<file path="config.mk">
export PLATFORM = sky130hd
export DESIGN_NAME = imm_extend_stage
export DESIGN_NICKNAME = d
export VERILOG_FILES = /design/src/rtl/cpu_types_pkg.sv /design/src/rtl/imm_extend_core.sv /design/src/rtl/imm_extend_stage.sv
export SDC_FILE = /design/constraint.sdc
export NUM_CORES = 1
export LEC_CHECK = 0
export BUFFER_PORTS_ARGS = -buffer_cell sky130_fd_sc_hd__buf_2
export CAP_MARGIN = 10
export CORE_MARGIN = 4
export CORE_UTILIZATION = 55
export DETAILED_ROUTE_END_ITERATION = 10
export PLACE_DENSITY = 0.81
export SETUP_SLACK_MARGIN = 0.05
export SLEW_MARGIN = 10
export SYNTH_ARGS = -nofsm -noshare
export SYNTH_HDL_FRONTEND = slang
export SYNTH_SLANG_ARGS = --single-unit
export TNS_END_PERCENT = 50
</file>
<file path="constraint.sdc">
create_clock -name CLK -period 3.5 [get_ports CLK]
set_input_delay 0 -clock CLK [delete_from_list [all_inputs] [get_ports CLK]]
set_output_delay 0 -clock CLK [all_outputs]
set_load 0.05 [all_outputs]
</file>
<file path="src/rtl/cpu_types_pkg.sv">
// Shared CPU datapath types: the default word, immediate extension modes and
// the buffered extender entry layout.
package cpu_types_pkg;

    localparam int XLEN = 32;

    typedef logic [XLEN-1:0] word_t;

    typedef enum logic [1:0] {
        EXT_ZERO   = 2'd0,
        EXT_SIGN   = 2'd1,
        EXT_LUI    = 2'd2,
        EXT_BRANCH = 2'd3
    } ext_mode_t;

    typedef struct packed {
        word_t     imm;
        ext_mode_t mode;
    } ext_entry_t;

endpackage

</file>
<file path="src/rtl/imm_extend_core.sv">
// Purely combinational immediate extender, shared by the buffered stage and
// the single-cycle datapath.
module imm_extend_core
    import cpu_types_pkg::*;
#(
    parameter int WORD_W = 32,
    parameter int IMM_W  = 16
) (
    input  logic [WORD_W-1:0] instr,
    input  ext_mode_t         mode,
    output logic [WORD_W-1:0] ext_imm
);

    logic [IMM_W-1:0]  imm;
    logic [WORD_W-1:0] sext;
    logic              unusedHighBits;

    assign imm            = instr[IMM_W-1:0];
    assign sext           = {{(WORD_W-IMM_W){imm[IMM_W-1]}}, imm};
    assign unusedHighBits = ^instr[WORD_W-1:IMM_W];

    // Branch offsets are word-aligned, so the two top sign bits fall off.
    always_comb begin
        ext_imm = '0;
        unique case (mode)
            EXT_ZERO:   ext_imm = {{(WORD_W-IMM_W){1'b0}}, imm};
            EXT_SIGN:   ext_imm = sext;
            EXT_LUI:    ext_imm = {imm, {(WORD_W-IMM_W){1'b0}}};
            EXT_BRANCH: ext_imm = {sext[WORD_W-3:0], 2'b00};
            default:    ext_imm = '0;
        endcase
    end

endmodule

</file>
<file path="src/rtl/imm_extend_stage.sv">
// Buffered immediate extender: results are computed on push and held in a
// small FIFO so the execute side sees registered operands.
module imm_extend_stage
    import cpu_types_pkg::*;
#(
    parameter int WORD_W = 32,
    parameter int IMM_W  = 16,
    parameter int DEPTH  = 2
) (
    input  logic                       CLK,
    input  logic                       nRST,
    input  logic                       flush,
    input  logic                       in_valid,
    output logic                       in_ready,
    input  logic [WORD_W-1:0]          instr,
    input  ext_mode_t                  mode,
    output logic                       out_valid,
    input  logic                       out_ready,
    output logic [WORD_W-1:0]          ext_imm,
    output ext_mode_t                  ext_mode,
    output logic [$clog2(DEPTH+1)-1:0] count
);

    localparam int CNT_W = $clog2(DEPTH + 1);
    localparam int PTR_W = (DEPTH > 1) ? $clog2(DEPTH) : 1;

    logic [WORD_W-1:0] imm_q  [DEPTH];
    ext_mode_t         mode_q [DEPTH];
    logic [PTR_W-1:0]  wrPtr_q, wrPtr_d;
    logic [PTR_W-1:0]  rdPtr_q, rdPtr_d;
    logic [CNT_W-1:0]  count_q, count_d;
    logic [WORD_W-1:0] coreImm;
    logic              push;
    logic              pop;

    function automatic logic [PTR_W-1:0] nextPtr(input logic [PTR_W-1:0] ptr);
        return (ptr == PTR_W'(DEPTH - 1)) ? '0 : ptr + 1'b1;
    endfunction

    imm_extend_core #(
        .WORD_W (WORD_W),
        .IMM_W  (IMM_W)
    ) u_core (
        .instr   (instr),
        .mode    (mode),
        .ext_imm (coreImm)
    );

    // in_ready looks only at registered occupancy, never at out_ready.
    assign in_ready  = (count_q < CNT_W'(DEPTH));
    assign out_valid = (count_q != '0);
    assign push      = in_valid & in_ready & ~flush;
    assign pop       = out_valid & out_ready & ~flush;
    assign ext_imm   = imm_q[rdPtr_q];
    assign ext_mode  = mode_q[rdPtr_q];
    assign count     = count_q;

    always_comb begin
        wrPtr_d = wrPtr_q;
        rdPtr_d = rdPtr_q;
        count_d = count_q;
        if (flush) begin
            wrPtr_d = '0;
            rdPtr_d = '0;
            count_d = '0;
        end else begin
            if (push) wrPtr_d = nextPtr(wrPtr_q);
            if (pop)  rdPtr_d = nextPtr(rdPtr_q);
            unique case ({push, pop})
                2'b10:   count_d = count_q + 1'b1;
                2'b01:   count_d = count_q - 1'b1;
                default: count_d = count_q;
            endcase
        end
    end

    always_ff @(posedge CLK or negedge nRST) begin
        if (!nRST) begin
            wrPtr_q <= '0;
            rdPtr_q <= '0;
            count_q <= '0;
            for (int i = 0; i < DEPTH; i++) begin
                imm_q[i]  <= '0;
                mode_q[i] <= EXT_ZERO;
            end
        end else begin
            wrPtr_q <= wrPtr_d;
            rdPtr_q <= rdPtr_d;
            count_q <= count_d;
            if (push) begin
                imm_q[wrPtr_q]  <= coreImm;
                mode_q[wrPtr_q] <= mode;
            end
        end
    end

endmodule

</file>
Yosys cells after proc, flatten, opt, wreduce, memory -nomap -nowiden. Cells that the tools add are included.

Register bits after elaboration: 72. Input port bits: 39. Output and inout bits: 38.

Add/sub/neg operators: 4. Magnitude comparators: 4. Equality and inequality tests: 5. Muxes and demuxes: 21. Bitwise operators: 7. Reduce and logical (&&, ||, !) cells: 6.

Operator list (number): $mux W32 (4); $pmux W32 S4 (1); $bwmux W64 (1); $demux W32 S1 (1); $mux W2 (5); $eq A2 B2 Y1 const B (3); $mux W1 (6); $reduce_bool A2 Y1 (3); $and A1 B1 Y1 (4); $bwmux W4 (1); $eq A2 B1 Y1 const B (2); $ge A2 B2 Y1 const B (2); $not A1 Y2 (2); $pmux W2 S2 (1); $reduce_bool A3 Y1 (1); $add A1 B1 Y1 const B (2); $add A2 B1 Y2 const B (1); $demux W2 S1 (1); $logic_not A2 Y1 (1); $lt A2 B1 Y1 const B (1); $lt A2 B2 Y1 const B (1); $sub A2 B1 Y2 const B (1); $logic_and A1 B1 Y1 (1); $not A1 Y1 (1).

Depth between registers and ports, before layout.
Depth in word-level cells: 6. Gate-level depth with buffers: 5.

Cells and area by module. A second synthesis with hierarchy kept.

Cells, all modules: 245. Area total of the unflattened synthesis: 3532.1 sq um.

By module, submodules not included: imm_extend_stage (times used 1, cells each 203, area each 3166.8 sq um, seq. area each 1801.7 sq um); imm_extend_core (times used 1, cells each 42, area each 365.4 sq um, seq. area each 0.0 sq um).

Worst setup path before layout. No wires, ideal clock.

Path kind: reg2reg. From: reg count_q[1] (netlist: count[1]). To: reg imm_q[60] (netlist name). Setup time: 121 ps. Data arrival time: 1613 ps. Required time: 3379 ps. Slack: 1766 ps. Cell stages (with the launch flop): 6. Buffers on the path: 2. Period minus slack after synthesis: 1734 ps. Cells stage by stage: dfrtp_1 -> or4b_4 -> buf_6 -> buf_6 -> nand2_1 -> o21ai_2.

Longest elaborated chain between the ends: 3.

Ends and longest elaborated chain: from (decl) (line imm_extend_stage.sv:31) `logic [CNT_W-1:0] count_q, count_d;`; from (signal assigned) (line imm_extend_stage.sv:89) `count_q <= count_d;`; $lt A2 B2 Y1 (line imm_extend_stage.sv:50) `assign in_ready = (count_q < CNT_W'(DEPTH));`; $and A1 B1 Y1 (2 in a row) (line imm_extend_stage.sv:52) `assign push = in_valid & in_ready & ~flush;`; to (signal, indexed assignment) (line imm_extend_stage.sv:91) `imm_q[wrPtr_q] <= coreImm;`; to (decl) (line imm_extend_stage.sv:27) `logic [WORD_W-1:0] imm_q [DEPTH];`.

No other way between the ends. A chain may end at the register's enable or synchronous reset.

Final worst setup path.
From: reg count_q[1] (netlist: count[1]). To: reg imm_q[22] (netlist name).

The elaborated chain is that of the path after synthesis.

==> impl_metrics.yaml <==
critical_path:
  r2r_slack_ps: 1330
  required_ps: 3690
  rr_endpoint: "imm_q[22]"
  critical_path.max_stage_delay_ps: 810
  reg2regPathDepth: 4
  arrival_ps: 2360
  crit_fanout: 36
  cp_slowest_cell: "nand4bb_2"
  path_cells: "nand4bb_2 > buf_4 > nand2_1 > o21ai_0"
  critPathKind: "flop to flop"
  crit_path_start_kind: "flop"
  worst_r2r_startpoint: "count[1]"
  worst_setup_path_end_kind: "flop"
final_layout:
  final_cell_mix: "dfrtp_1, nand2_1, buf_2"
  drive_above_1_share: 0.305
  final_common_cell: "dfrtp_1"
  stdcell_count: 482
  stdcell_area_um2: 4000
  num_antenna_cells: 0
  nets: 444
  syn_to_final_growth_pct: 17.7
die:
  die_area_um2: 7500
  core_um2: 5960
  fp.dieW_um: 86.6
  start_util: 0.570
  die_y_um: 86.6
  rows: 28
  io_pins: 77
pwr:
  vdd_ir_drop_max_v: 0.000411
  cellLeakagePower_nw: 1.91
  powerDensity_nw_per_um2: 624
timing:
  fin_crit_sh: 0.620
  setup_viol: 0
  tns_ps: 0
  final.min_clock_period_ps: 2170
  max_slew_margin: 0.364
  slew_violations: 0
  hold_ws_ps: 18.2
  skew_ps: 4.80
  clock.fmax_ghz: 0.461
  rsz0062_at_grt: "no"
  worst_slew_pin_slew_ps: 954
  finalHoldViolations: 0
global_route:
  grt_overflow: 0
  grt_max_degree: 66
  track_usage: 0.222
  grtUsageMet2: 0.352
  top_usage_layer: "met2"
  grt_pass1_wl_um: 12900
  grtUsageMet1: 0.299
  antenna_found_initial: 0
  grt_pass1_vias: 2694
  grt.met3_usage: 0.0399
synth:
  synth_edf_count: 0
  synthFlopType: "dfrtp_1"
  synth-xor-area-share: 0.00774
  synthesis.area_um2: 3400
  synthTopCellsByArea: "dfrtp_1, mux2_2, nand2_1"
  synth_area_leader_cell: "dfrtp_1"
  ys_warn_count: 0
  synth_fa_ha_area_frac: 0
  synth_cells: 338
  syn_nets: 377
  synth_top_family_by_area: "compound AO/OA/AOI/OAI gates"
  yosys.area_share.simple: 0.136
  synth_top_cell_area_share: 0.531
  synth_cell_types: 27
  synth_compound_area_frac: 0.160
  ys_ff_latch: 72
  muxShareOfSynthArea: 0.119
  ys_seq_area_frac: 0.531
  synth.avg_cell_area_um2: 10.0
  async_flop_share: 1.00
detailed_routing:
  totalWireLength_um: 7590
  drc_errors: 0
  first_pass_iters: 4
  vias_per_cell: 5.47
  routedWlPerCell_um: 15.7
  drt-initial-drc-count: 229
  postRouteAntennaNets: 0
  vias: 2638
placement:
  globalplace.congestion: 0.818
  dpl_cell_area_um2: 3690
  dp_hpwl_um: 5290
  io_buffers: 60
  place_inst: 454
hold_path:
  min_from: "instr[14]"
  holdPathEnd: "imm_q[62]"
  hp-class: "input port to flop"
  hold_depth: 3
clocking:
  cts-root-buf: "clkbuf_8"
  clkLatencyLatePin_ps: 330
  cts_max_path_buffers: 2
  path_clk_slew_ps: 70
  cts_htree_levels: 3
  cts_tree: "yes"
  cts_sinks: 72
  cts_resized: 0
  cts_buffers: 9
job:
  maxCapViolCount: 0
outcome:
  status: "finished, final reports clean"
synthesized netlist by cell type, drive strengths merged (2+ instances only):
master	number
nand2b	3
a21oi	32
clkbuf	7
nor2b	16
buf	17
mux2	36
nor2	4
o21ai	66
inv	3
nand2	68
and2	3
xor2	2
dfrtp	72
cell families after synthesis:
kind of cell,count (synthesis)
XOR/XNOR,3
AO/OA/AOI/OAI,100
multiplexers,36
AND/OR/NAND/NOR,100
buffers and inverters,27
flip-flops,72
per-stage QoR:
stage,utilization,setup slack (ps),power [mW]
floorplan,-,1770,1.77
global placement,0.619,1390,1.91
detailed placement,0.619,1310,1.95
CTS,0.671,1300,2.51
global route,0.671,1110,2.63
finish,0.671,1330,2.49
layout make-up:
type / count / area, um2
clock buffers: 12 / 155
clock inverters: 1 / 5.00
fillers: 489 / 1960
inverters: 3 / 11.3
multi-input cells: 239 / 1440
flip-flops and latches: 72 / 1800
well taps: 75 / 93.8
repair buffers: 80 / 488
metal layers:
layer  vias up  part of all wire
met1      1257              0.46
met3        17             0.045
li1       1288                 -
met2        76              0.48
met5         -                 0
met4         0             0.024
flip-flops by register name, indices dropped and copies added (netlist names):
signal	count
wrPtr_q	1
rdPtr_q	1
count	2
mode_q	4
imm_q	64
what timing repair did:
item | in CTS | in global routing
buffers inserted | 0 | 0
hold endpoints to repair | 63 | 0
hold buffers | 15 | 0
worst max-delay path by stage:
stage / slack, ps / endpoint / depth (start not counted) / from
after floorplan: 1770 / imm_q[60] / 5 / count[1]
after global placement: 1390 / imm_q[18] / 4 / count[1]
after detailed placement: 1310 / imm_q[22] / 4 / count[1]
after CTS: 1300 / imm_q[22] / 4 / count[1]
after global routing: 1110 / imm_q[13] / 4 / count[1]
final: 1330 / imm_q[22] / 4 / count[1]
critical path, delay by kind of cell (launching register included):
family	cells	cell delay, ps
and+or+nand+nor	2	920
buffers and inverters	1	520
DFF	1	470
AOI/OAI and AO/OA	1	100
where the power goes:
group          internal [mW]  switching (mW)
logic                  0.257           0.566
clock network          0.283           0.273
registers               1.02          0.0980
total                   1.56           0.937
(Power assumes the default switching activity.)
